### config.mk
export PLATFORM = sky130hd
export DESIGN_NAME = p6_fetch_unit
export DESIGN_NICKNAME = d
export VERILOG_FILES = /design/src/rtl/p6_defs.sv /design/src/rtl/p6_fetch_unit.sv
export SDC_FILE = /design/constraint.sdc
export NUM_CORES = 1
export LEC_CHECK = 0
export CORE_MARGIN = 1
export CORE_UTILIZATION = 39
export CTS_BUF_LIST = sky130_fd_sc_hd__clkbuf_8
export CTS_CLUSTER_SIZE = 20
export DETAILED_ROUTE_END_ITERATION = 12
export PLACE_DENSITY = 0.78
export SLEW_MARGIN = 10
export SYNTH_ARGS = -nofsm -noshare
export SYNTH_HDL_FRONTEND = slang
export SYNTH_SLANG_ARGS = --single-unit
### constraint.sdc
create_clock -name clk -period 1.3 [get_ports clk]
set_input_delay 0.26 -clock clk [delete_from_list [all_inputs] [get_ports clk]]
set_output_delay 0.26 -clock clk [all_outputs]
set_load 0.03 [all_outputs]
### src/rtl/p6_defs.sv
// p6_defs: shared widths, reset PC and fetch FSM state encoding for the p6 core.
package p6_defs;
  localparam int ADDR_W = 8;
  localparam int DATA_W = 16;
  localparam logic [ADDR_W-1:0] RESET_PC = 8'h00;
  typedef enum logic [1:0] {
    IDLE  = 2'd0,
    ISSUE = 2'd1,
    WAIT  = 2'd2,
    HOLD  = 2'd3
  } fetch_state_t;
endpackage

### src/rtl/p6_fetch_unit.sv
// p6_fetch_unit: owns the PC, drives the RAM address and hands fetched words to the decoder.
// Ports: clk/reset_n (async active-low); en enables new fetches; branch_valid/branch_target redirect;
// mem_address/mem_data talk to the 1-cycle-latency RAM; instr/instr_pc/instr_valid/instr_ready form
// the decoder handshake; pc exposes the current program counter.
module p6_fetch_unit
  import p6_defs::*;
(
  input  logic              clk,
  input  logic              reset_n,
  input  logic              en,
  input  logic              branch_valid,
  input  logic [ADDR_W-1:0] branch_target,
  output logic [ADDR_W-1:0] mem_address,
  input  logic [DATA_W-1:0] mem_data,
  output logic [DATA_W-1:0] instr,
  output logic [ADDR_W-1:0] instr_pc,
  output logic              instr_valid,
  input  logic              instr_ready,
  output logic [ADDR_W-1:0] pc
);
  fetch_state_t state, state_n;
  logic [ADDR_W-1:0] pc_n, instr_pc_n;
  logic [DATA_W-1:0] instr_n;
  logic valid_n;
  assign mem_address = pc;
  always_ff @(posedge clk or negedge reset_n) begin
    if (!reset_n) begin
      state       <= IDLE;
      pc          <= RESET_PC;
      instr       <= '0;
      instr_pc    <= '0;
      instr_valid <= 1'b0;
    end else begin
      state       <= state_n;
      pc          <= pc_n;
      instr       <= instr_n;
      instr_pc    <= instr_pc_n;
      instr_valid <= valid_n;
    end
  end
  // A branch overrides everything: it discards a word arriving in WAIT and
  // flushes a held instruction even when the decoder accepts it that cycle.
  always_comb begin
    state_n    = state;
    pc_n       = pc;
    instr_n    = instr;
    instr_pc_n = instr_pc;
    valid_n    = instr_valid;
    if (branch_valid) begin
      pc_n    = branch_target;
      valid_n = 1'b0;
      state_n = en ? ISSUE : IDLE;
    end else begin
      case (state)
        IDLE:  state_n = en ? ISSUE : IDLE;
        ISSUE: state_n = WAIT;
        WAIT: begin
          instr_n    = mem_data;
          instr_pc_n = pc;
          valid_n    = 1'b1;
          pc_n       = pc + 1'b1;
          state_n    = HOLD;
        end
        HOLD: begin
          valid_n = instr_ready ? 1'b0 : instr_valid;
          state_n = instr_ready ? (en ? ISSUE : IDLE) : HOLD;
        end
        default: state_n = IDLE;
      endcase
    end
  end
endmodule

Word-level counts from Yosys, hierarchy flattened --
Index checks and enable logic that the tools add are counted.
Word-level totals: memories 0, word-level logic and storage cells 25, register bits 35, latch bits 0, memory bits (read-only) 0, input bits 29, output and inout bits 41, bits in writable memories 0
Operators by class: bitwise operators 1, $lt $le $gt $ge 0, $mul 0, reduce and logical (&&, ||, !) cells 5, muxes and demuxes 9, add/subtract/negate cells 1, shift-type cells 0, div/mod/pow operators 0, eq/ne operators 4
Operators by type and width (number):
- two-way mux 8 bit | 2
- adder 8 x 1 -> 8 bit, second input constant | 1
- one-hot mux 2 bit (4 select lines) | 1
- == test 2 bit, second input constant | 2
- two-way mux 2 bit | 2
- AND reduction 2 bit | 2
- two-way mux 1 bit | 3
- != test 3 bit, second input constant | 1
- nonzero test 3 bit | 1
- == test 2 x 1 -> 1 bit, second input constant | 1
- zero test 2 bit | 1
- one-hot mux 1 bit (2 select lines) | 1
- nonzero test 2 bit | 1
- NOT 1 bit | 1

Logic depth before layout (Yosys ltp) --
Gate-level depths: netlist (run 1).
depth after elaboration 4, mapped depth 5, mapped depth without buffers 4

Least setup slack after synthesis (run 1) --
Ideal clock, no wire load.
path kind reg2reg, from register pc[2] (netlist: mem_address[2]), to register pc[7] (netlist: mem_address[7]), path slack -0.210 ns, arrival 1.428 ns, cell stages (with the launch flop) 4, setup time 0.082 ns, period minus slack after synthesis 1.510 ns, path buffers 0, data required time 1.218 ns, cells stage by stage dfrtp_1 -> nand4_1 -> or4_1 -> a31oi_1
Between the ends: word-level cells in the longest chain between the ends 3
RTL lines:
- start: declaration | RTL line p6_fetch_unit.sv:19 | output logic [ADDR_W-1:0] pc
- start signal: assignment | RTL line p6_fetch_unit.sv:35 | pc <= pc_n;
- adder 8 x 1 -> 8 bit | RTL line p6_fetch_unit.sv:61 | pc_n = pc + 1'b1;
- two-way mux 8 bit | RTL line p6_fetch_unit.sv:54 | case (state)
- two-way mux 8 bit | RTL line p6_fetch_unit.sv:49 | if (branch_valid) begin
Every way passes these cells. The select of a mux whose other input is x is not followed. A chain may end at the register's enable or synchronous reset.

Worst setup path after layout (run 1) --
from register state[0], to register pc[4] (netlist: mem_address[4])
Between the ends: word-level cells in the longest chain between the ends 2
RTL lines:
- start: declaration | RTL line p6_fetch_unit.sv:21 | fetch_state_t state, state_n;
- start signal: assignment | RTL line p6_fetch_unit.sv:34 | state <= state_n;
- == test 2 bit | RTL line p6_fetch_unit.sv:54
- nonzero test 2 bit (no line)
Every way passes these cells.

==> results of run 1 <==
-- worst max-delay path, stage by stage (launching register included) --
cell,delay (ps)
dfrtp_1,430
buf_6,140
nand3b_1,180
buf_6,150
or4_1,390
nand3_1,80
-- synthesized netlist by cell type, drive strengths merged --
master / instances / area (um^2)
nand4b: 1 / 8.76
inv: 3 / 11.3
nand4: 1 / 6.26
o22a: 1 / 8.76
a31oi: 2 / 12.5
a21boi: 1 / 7.51
xor2: 1 / 8.76
nor2b: 1 / 13.8
nand3: 5 / 25.0
o211ai: 3 / 22.5
clkbuf: 1 / 3.75
dfrtp: 35 / 876
mux2: 24 / 345
buf: 11 / 111
o21ai: 5 / 25.0
ha: 1 / 12.5
mux2i: 1 / 10.0
nor2: 4 / 15.0
o31ai: 1 / 7.51
xnor2: 1 / 8.76
nand2: 8 / 30.0
a21oi: 2 / 10.0
or3: 1 / 6.26
or4: 4 / 30.0
nand3b: 1 / 7.51
and2: 1 / 8.76
-- worst paths after layout --
| path | start | cells after the start | to |
|---|---|---|---|
| max reg2reg | state[0]$_DFF_PN0_ | 5 | mem_address[4]$_DFFE_PN0P_ |
| min in group clk | branch_target[2] | 3 | mem_address[2]$_DFFE_PN0P_ |
| max in group asynchronous | reset_n | 3 | mem_address[1]$_DFFE_PN0P_ |
| min reg2reg | instr[5]$_DFFE_PN0P_ | 1 | instr[5]$_DFFE_PN0P_ |
| max | state[0]$_DFF_PN0_ | 5 | mem_address[4]$_DFFE_PN0P_ |
| min | reset_n | 3 | instr[1]$_DFFE_PN0P_ |
-- metal layers --
metal	vias up	wire length, um
li1	599	-
met5	-	0
met3	6	218
met2	42	2230
met4	0	69
met1	649	1770
-- sequential cells by signal, summed over array words and instances, names as in the netlist --
signal       cells
instr           16
instr_pc         8
mem_address      8
state            2
instr_valid      1
-- placed cells by master (no fill, tap or decap), drive strengths merged --
cell type,count
o21ai,5
clkdlybuf4s50,27
nand4,1
nor2,4
dfrtp,35
mux2i,1
or4,4
inv,4
xor2,1
xnor2,1
buf,42
o31ai,1
ha,1
nand2,8
clkbuf,22
o22a,1
nand3b,1
or3,1
nor2b,1
a21boi,1
a21oi,2
nand4b,1
and2,4
dlygate4sd3,1
o211ai,3
bufinv,2
a31oi,2
clkdlybuf4s15,5
mux2,24
nand3,5
-- logic make-up (layout without fill, tap and decap cells) --
group / count (synthesis) / after routing / share of synthesized area
simple gates: 27 / 30 / 0.0927
compound gates: 15 / 15 / 0.0575
xor+xnor: 2 / 2 / 0.0107
buf+inv: 15 / 103 / 0.0774
mux: 25 / 25 / 0.218
fa+ha+maj: 1 / 1 / 0.00766
flops: 35 / 35 / 0.536
-- metrics by stage --
step | hold slack [ps] | setup WS, ps | cells | total power [uW]
6_report | 439 | -132 | 261 | 4940
5_1_grt | 482 | -170 | 261 | 5140
4_1_cts | 462 | -130 | 258 | 4980
3_5_place_dp | 239 | -402 | 243 | 3880
3_3_place_gp | 231 | -363 | 243 | 3820
2_1_floorplan | -35.6 | -118 | 120 | 2940
-- layout make-up --
| class | instances | area [um^2] | area share |
|---|---|---|---|
| inverter | 3 | 11.3 | 0.00437 |
| tap | 50 | 62.6 | 0.0243 |
| clock inverter | 3 | 63.8 | 0.0248 |
| sequential | 35 | 883 | 0.343 |
| multi-input combinational | 73 | 693 | 0.269 |
| timing repair buffer | 92 | 793 | 0.308 |
| clock buffer | 5 | 68.8 | 0.0267 |
-- power breakdown --
part / leakage, uW / switching (uW) / internal, uW
logic: 0.000712 / 1150 / 961
registers: 0.000414 / 229 / 1430
clock network: 0.0000695 / 407 / 759
total: 0.00120 / 1790 / 3150
-- repair_timing --
item	in CTS	in global routing
gates resized for setup	56	31
hold endpoints to repair	35	0
hold buffers	1	0
cloned	2	1
buffers inserted	4	2
pin swaps	8	9
setup endpoints to repair	58	53
==> impl_metrics.env, run 1 <==
export IMPL_diodes=0
export IMPL_worstSetupPathType="reg -> reg"
export IMPL_skew_ps=7.99
export IMPL_drc=0
export IMPL_cp_arrival_ps=1660
export IMPL_htreeDepth=2
export IMPL_post_dp_hpwl_um=2730
export IMPL_hold_violations=0
export IMPL_clkTransAtPathRegs_ps=80
export IMPL_timing_setup_tns_ps=-760
export IMPL_placed_cell_area_um2=2370
export IMPL_use_met1=0.249
export IMPL_fin_crit_sh=1.10
export IMPL_crit_required_ps=1530
export IMPL_nFillCells=302
export IMPL_grt_ovfl_total=0
export IMPL_violations="negative setup slack"
export IMPL_cts_tree="done"
export IMPL_dieArea_um2=4450
export IMPL_fmax_mhz=698
export IMPL_num_io_pins=70
export IMPL_gp_congestion=0.772
export IMPL_synth_seq_cells=35
export IMPL_tightest_slew_ps=304
export IMPL_final_layout_size_suffix_gt1_frac=0.512
export IMPL_timing_final_ws_setup_ps=-132
export IMPL_grt_first_pass_wirelength_um=6360
export IMPL_grt_max_degree=36
export IMPL_drt_iter0_drc=55
export IMPL_slew_viol_final=0
export IMPL_synth_cell_types=30
export IMPL_crit_path_max_fanout=3
export IMPL_grtUsageMet2=0.331
export IMPL_syn2layout_area_growth_pct=57.8
export IMPL_top_usage_layer="met2"
export IMPL_die_x_um=66.7
export IMPL_ys_seq_area_frac=0.536
export IMPL_critPathCaptureType="flip-flop"
export IMPL_hp_class="in -> async"
export IMPL_core_area_um2=4000
export IMPL_p_leak_uw=0.00120
export IMPL_ir_drop_mv=0.975
export IMPL_post_route_util=0.644
export IMPL_max_slew_margin=0.798
export IMPL_nNetsFinal=240
export IMPL_start_util=0.408
export IMPL_status="finished with violations"
export IMPL_syn_inst=120
export IMPL_die_y_um=66.7
export IMPL_rrSetupSlack_ps=-130
export IMPL_power_density_nw_per_um2=1920
export IMPL_grt_antenna_before_repair=0
export IMPL_grt_pass1_vias=1326
export IMPL_rsz0062_at_grt="yes"
export IMPL_synthesis_area_um2=1630
export IMPL_wire_per_inst_um=16.4
export IMPL_setup_viol_count_final=26
export IMPL_yosys_warnings=0
export IMPL_cp_start_kind="flip-flop"
export IMPL_rows=23
export IMPL_drtAntennaViolNets=0
export IMPL_cts_sinks=35
export IMPL_synth_fp_nets=150
export IMPL_clock_path_buffers=2
export IMPL_portBuffers=69
export IMPL_ctsRootBufferMaster="clkbuf_8"
export IMPL_numCtsBuffers=5
export IMPL_vias_per_cell=4.97
export IMPL_grt_use_met3=0.0428
export IMPL_routed_wirelength_um=4290
export IMPL_drt_pass1_iter_count=4
export IMPL_cap_violations=0
export IMPL_synth_avg_cell_area_um2=13.6
export IMPL_min_period_ps=1430
export IMPL_vias=1296
export IMPL_finalInstanceArea_um2=2580
export IMPL_clkLatencyLatePin_ps=300
export IMPL_grtUsageTotal=0.201
No activity file was read; power rests on OpenSTA's default activity.
==> inputs of run 2 (changes only) <==
--- a/config.mk
+++ b/config.mk
@@ -5,11 +5,13 @@
 export SDC_FILE = /design/constraint.sdc
 export NUM_CORES = 1
 export LEC_CHECK = 0
+export CAP_MARGIN = 40
 export CORE_MARGIN = 1
 export CORE_UTILIZATION = 39
 export CTS_BUF_LIST = sky130_fd_sc_hd__clkbuf_8
 export CTS_CLUSTER_SIZE = 20
 export DETAILED_ROUTE_END_ITERATION = 12
+export HOLD_SLACK_MARGIN = 0.03
 export PLACE_DENSITY = 0.78
 export SLEW_MARGIN = 10
 export SYNTH_ARGS = -nofsm -noshare
==> results of run 2 <==
The final DEF is identical to that of run 1; final timing and power are the same.
==> inputs of run 3 (changes only) <==
--- a/config.mk
+++ b/config.mk
@@ -7,13 +7,13 @@
 export LEC_CHECK = 0
 export CAP_MARGIN = 40
 export CORE_MARGIN = 1
-export CORE_UTILIZATION = 39
+export CORE_UTILIZATION = 47
 export CTS_BUF_LIST = sky130_fd_sc_hd__clkbuf_8
 export CTS_CLUSTER_SIZE = 20
 export DETAILED_ROUTE_END_ITERATION = 12
 export HOLD_SLACK_MARGIN = 0.03
-export PLACE_DENSITY = 0.78
-export SLEW_MARGIN = 10
+export PLACE_DENSITY = 0.88
+export SLEW_MARGIN = 20
 export SYNTH_ARGS = -nofsm -noshare
 export SYNTH_HDL_FRONTEND = slang
 export SYNTH_SLANG_ARGS = --single-unit
==> constraint.sdc (replaced) <==
create_clock -name clk -period 1.82 [get_ports clk]
set_input_delay 0.364 -clock clk [delete_from_list [all_inputs] [get_ports clk]]
set_output_delay 0.364 -clock clk [all_outputs]
set_load 0.03 [all_outputs]
==> run 3 against run 2 <==
  * The flow now finishes without violations
  * Count of clock-buffer cells in the layout rose by 1
  * First-iteration DRC count rose by 16%
  * Cell count fell by 9.6%
  * Non-clock buffer count fell by 18
  * Routed wire length fell by 12%
  * Critical path type is now reg -> out
==> impl_metrics.env, run 3 (synthesis results as in run 1) <==
export IMPL_portBuffers=69
export IMPL_die_x_um=60.9
export IMPL_grt_ovfl_total=0
export IMPL_cp_top_family="buffers and inverters"
export IMPL_drc=0
export IMPL_rrSetupSlack_ps=300
export IMPL_path_buf_inv=1
export IMPL_rsz0062_at_grt="no"
export IMPL_ir_drop_mv=0.628
export IMPL_fin_crit_sh=0.970
export IMPL_worstSetupPathType="reg -> out"
export IMPL_crit_start="mem_address[7]$_DFFE_PN0P_"
export IMPL_mostFrequentLayoutCell="clkdlybuf4s50_1"
export IMPL_reg2reg_depth=4
export IMPL_core_area_um2=3340
export IMPL_largest_reg_flops=16
export IMPL_crit_path_max_fanout=5
export IMPL_cp_arrival_ps=1400
export IMPL_cp_slowest_cell="clkdlybuf4s50_1"
export IMPL_gp_congestion=0.713
export IMPL_timing_setup_tns_ps=0
export IMPL_final_layout_size_suffix_gt1_frac=0.189
export IMPL_p_leak_uw=0.00110
export IMPL_numCtsBuffers=5
export IMPL_status="complete, no violations"
export IMPL_post_dp_hpwl_um=2720
export IMPL_wire_per_inst_um=15.9
export IMPL_num_io_pins=70
export IMPL_dieArea_um2=3710
export IMPL_skew_ps=6.23
export IMPL_syn2layout_area_growth_pct=49.0
export IMPL_r2r_end="instr[3]$_DFFE_PN0P_"
export IMPL_top_register="instr"
export IMPL_seq_area_um2=876
export IMPL_hold_violations=0
export IMPL_nFillCells=243
export IMPL_cts_sinks=35
export IMPL_routed_wirelength_um=3750
export IMPL_drtAntennaViolNets=0
export IMPL_cap_violations=0
export IMPL_grtUsageTotal=0.216
export IMPL_die_y_um=60.9
export IMPL_cp_start_kind="flip-flop"
export IMPL_drt_iter0_drc=64
export IMPL_grt_antenna_before_repair=0
export IMPL_max_slew_margin=0.712
export IMPL_cts_repair_resized=10
export IMPL_ctsRootBufferMaster="clkbuf_8"
export IMPL_nNetsFinal=219
export IMPL_cpPeakStageDelay_ps=700
export IMPL_clkLatencyLatePin_ps=280
export IMPL_clkTransAtPathRegs_ps=70
export IMPL_htreeDepth=2
export IMPL_fmax_mhz=566
export IMPL_crit_required_ps=1460
export IMPL_vias=1187
export IMPL_diodes=0
export IMPL_most_common_layout_cells="54 x clkdlybuf4s50_1, 35 x dfrtp_1, 20 x mux2_4"
export IMPL_vias_per_cell=5.03
export IMPL_hp_class="in -> async"
export IMPL_multi_input_area_um2=631
export IMPL_grt_max_degree=36
export IMPL_start_util=0.489
export IMPL_crit_cells=1
export IMPL_grt_first_pass_wirelength_um=5620
export IMPL_finalInstanceArea_um2=2430
export IMPL_placed_cell_area_um2=2320
export IMPL_setup_worst_path_end="pc[7]"
export IMPL_rows=21
export IMPL_clock_path_buffers=2
export IMPL_cts_setup_buffers=0
export IMPL_crit_chain="clkdlybuf4s50_1"
export IMPL_critPathCaptureType="output pin"
export IMPL_grt_pass1_vias=1146
export IMPL_crit_reg2reg_launch="state[1]$_DFF_PN0_"
export IMPL_setup_viol_count_final=0
export IMPL_min_period_ps=1770
export IMPL_tightest_slew_ps=432
export IMPL_drt_pass1_iter_count=4
export IMPL_cts_tree="done"
export IMPL_power_density_nw_per_um2=1410
export IMPL_slew_viol_final=0
export IMPL_hold_buffers=0
[run 3: cell types whose count changed in the layout (fill, tap and decap cells not counted), moves of 3 or more]
| cell | before | now |
|---|---|---|
| clkdlybuf4s50_1 | 27 | 54 |
| buf_4 | 27 | 4 |
| clkbuf_2 | 17 | 0 |
| buf_6 | 13 | 0 |
| dlygate4sd2_1 | 0 | 10 |
| dfrtp_1 | 29 | 35 |
| dfrtp_2 | 6 | 0 |
| dlymetal6s2s_1 | 0 | 5 |
| mux2_1 | 0 | 4 |
| mux2_4 | 24 | 20 |
| and2_4 | 4 | 1 |
| clkdlybuf4s15_2 | 3 | 0 |
[run 3: worst min-delay path by stage]
| stage | from | to | slack, ps | cells past startpoint |
|---|---|---|---|---|
| CTS | reset_n | instr[3]$_DFFE_PN0P_ | 490 | 2 |
| finish | reset_n | instr[3]$_DFFE_PN0P_ | 480 | 2 |
| global placement | instr[14]$_DFFE_PN0P_ | instr[14]$_DFFE_PN0P_ | 470 | 1 |
| detailed placement | instr[12]$_DFFE_PN0P_ | instr[12]$_DFFE_PN0P_ | 480 | 1 |
| global route | instr[12]$_DFFE_PN0P_ | instr[12]$_DFFE_PN0P_ | 510 | 1 |
| floorplan | reset_n | instr[0]$_DFFE_PN0P_ | 70 | 0 |
[run 3: metrics by stage]
stage | total power [uW] | worst slack (ps) | std cells | hold slack (ps) | util
floorplan | 2090 | 310 | 120 | 68.4 | -
global placement | 2700 | 140 | 228 | 472 | 0.694
detailed placement | 2740 | 110 | 228 | 484 | 0.694
CTS | 3460 | 0.767 | 236 | 489 | 0.726
global route | 3580 | 14.4 | 236 | 515 | 0.729
finish | 3430 | 54.7 | 236 | 479 | 0.729
[run 3: per-layer routing]
metal | up-vias | share of wire | track usage
li1 | 552 | - | -
met1 | 567 | 0.39 | 0.243
met2 | 59 | 0.50 | 0.367
met3 | 9 | 0.084 | 0.0853
met4 | 0 | 0.019 | 0.0909
met5 | - | 0 | 0
[run 3: final cells by class]
class                           count  area share
Inverter                            3     0.00463
Timing Repair Buffer               74       0.304
Clock inverter                      2      0.0144
Clock buffer                        6      0.0339
Multi-Input combinational cell     70       0.259
Tap cell                           46      0.0237
Sequential cell                    35       0.360
[run 3: report_power, final]
| part | internal, uW | switching [uW] |
|---|---|---|
| logic | 751 | 773 |
| registers | 1020 | 170 |
| clock network | 443 | 269 |
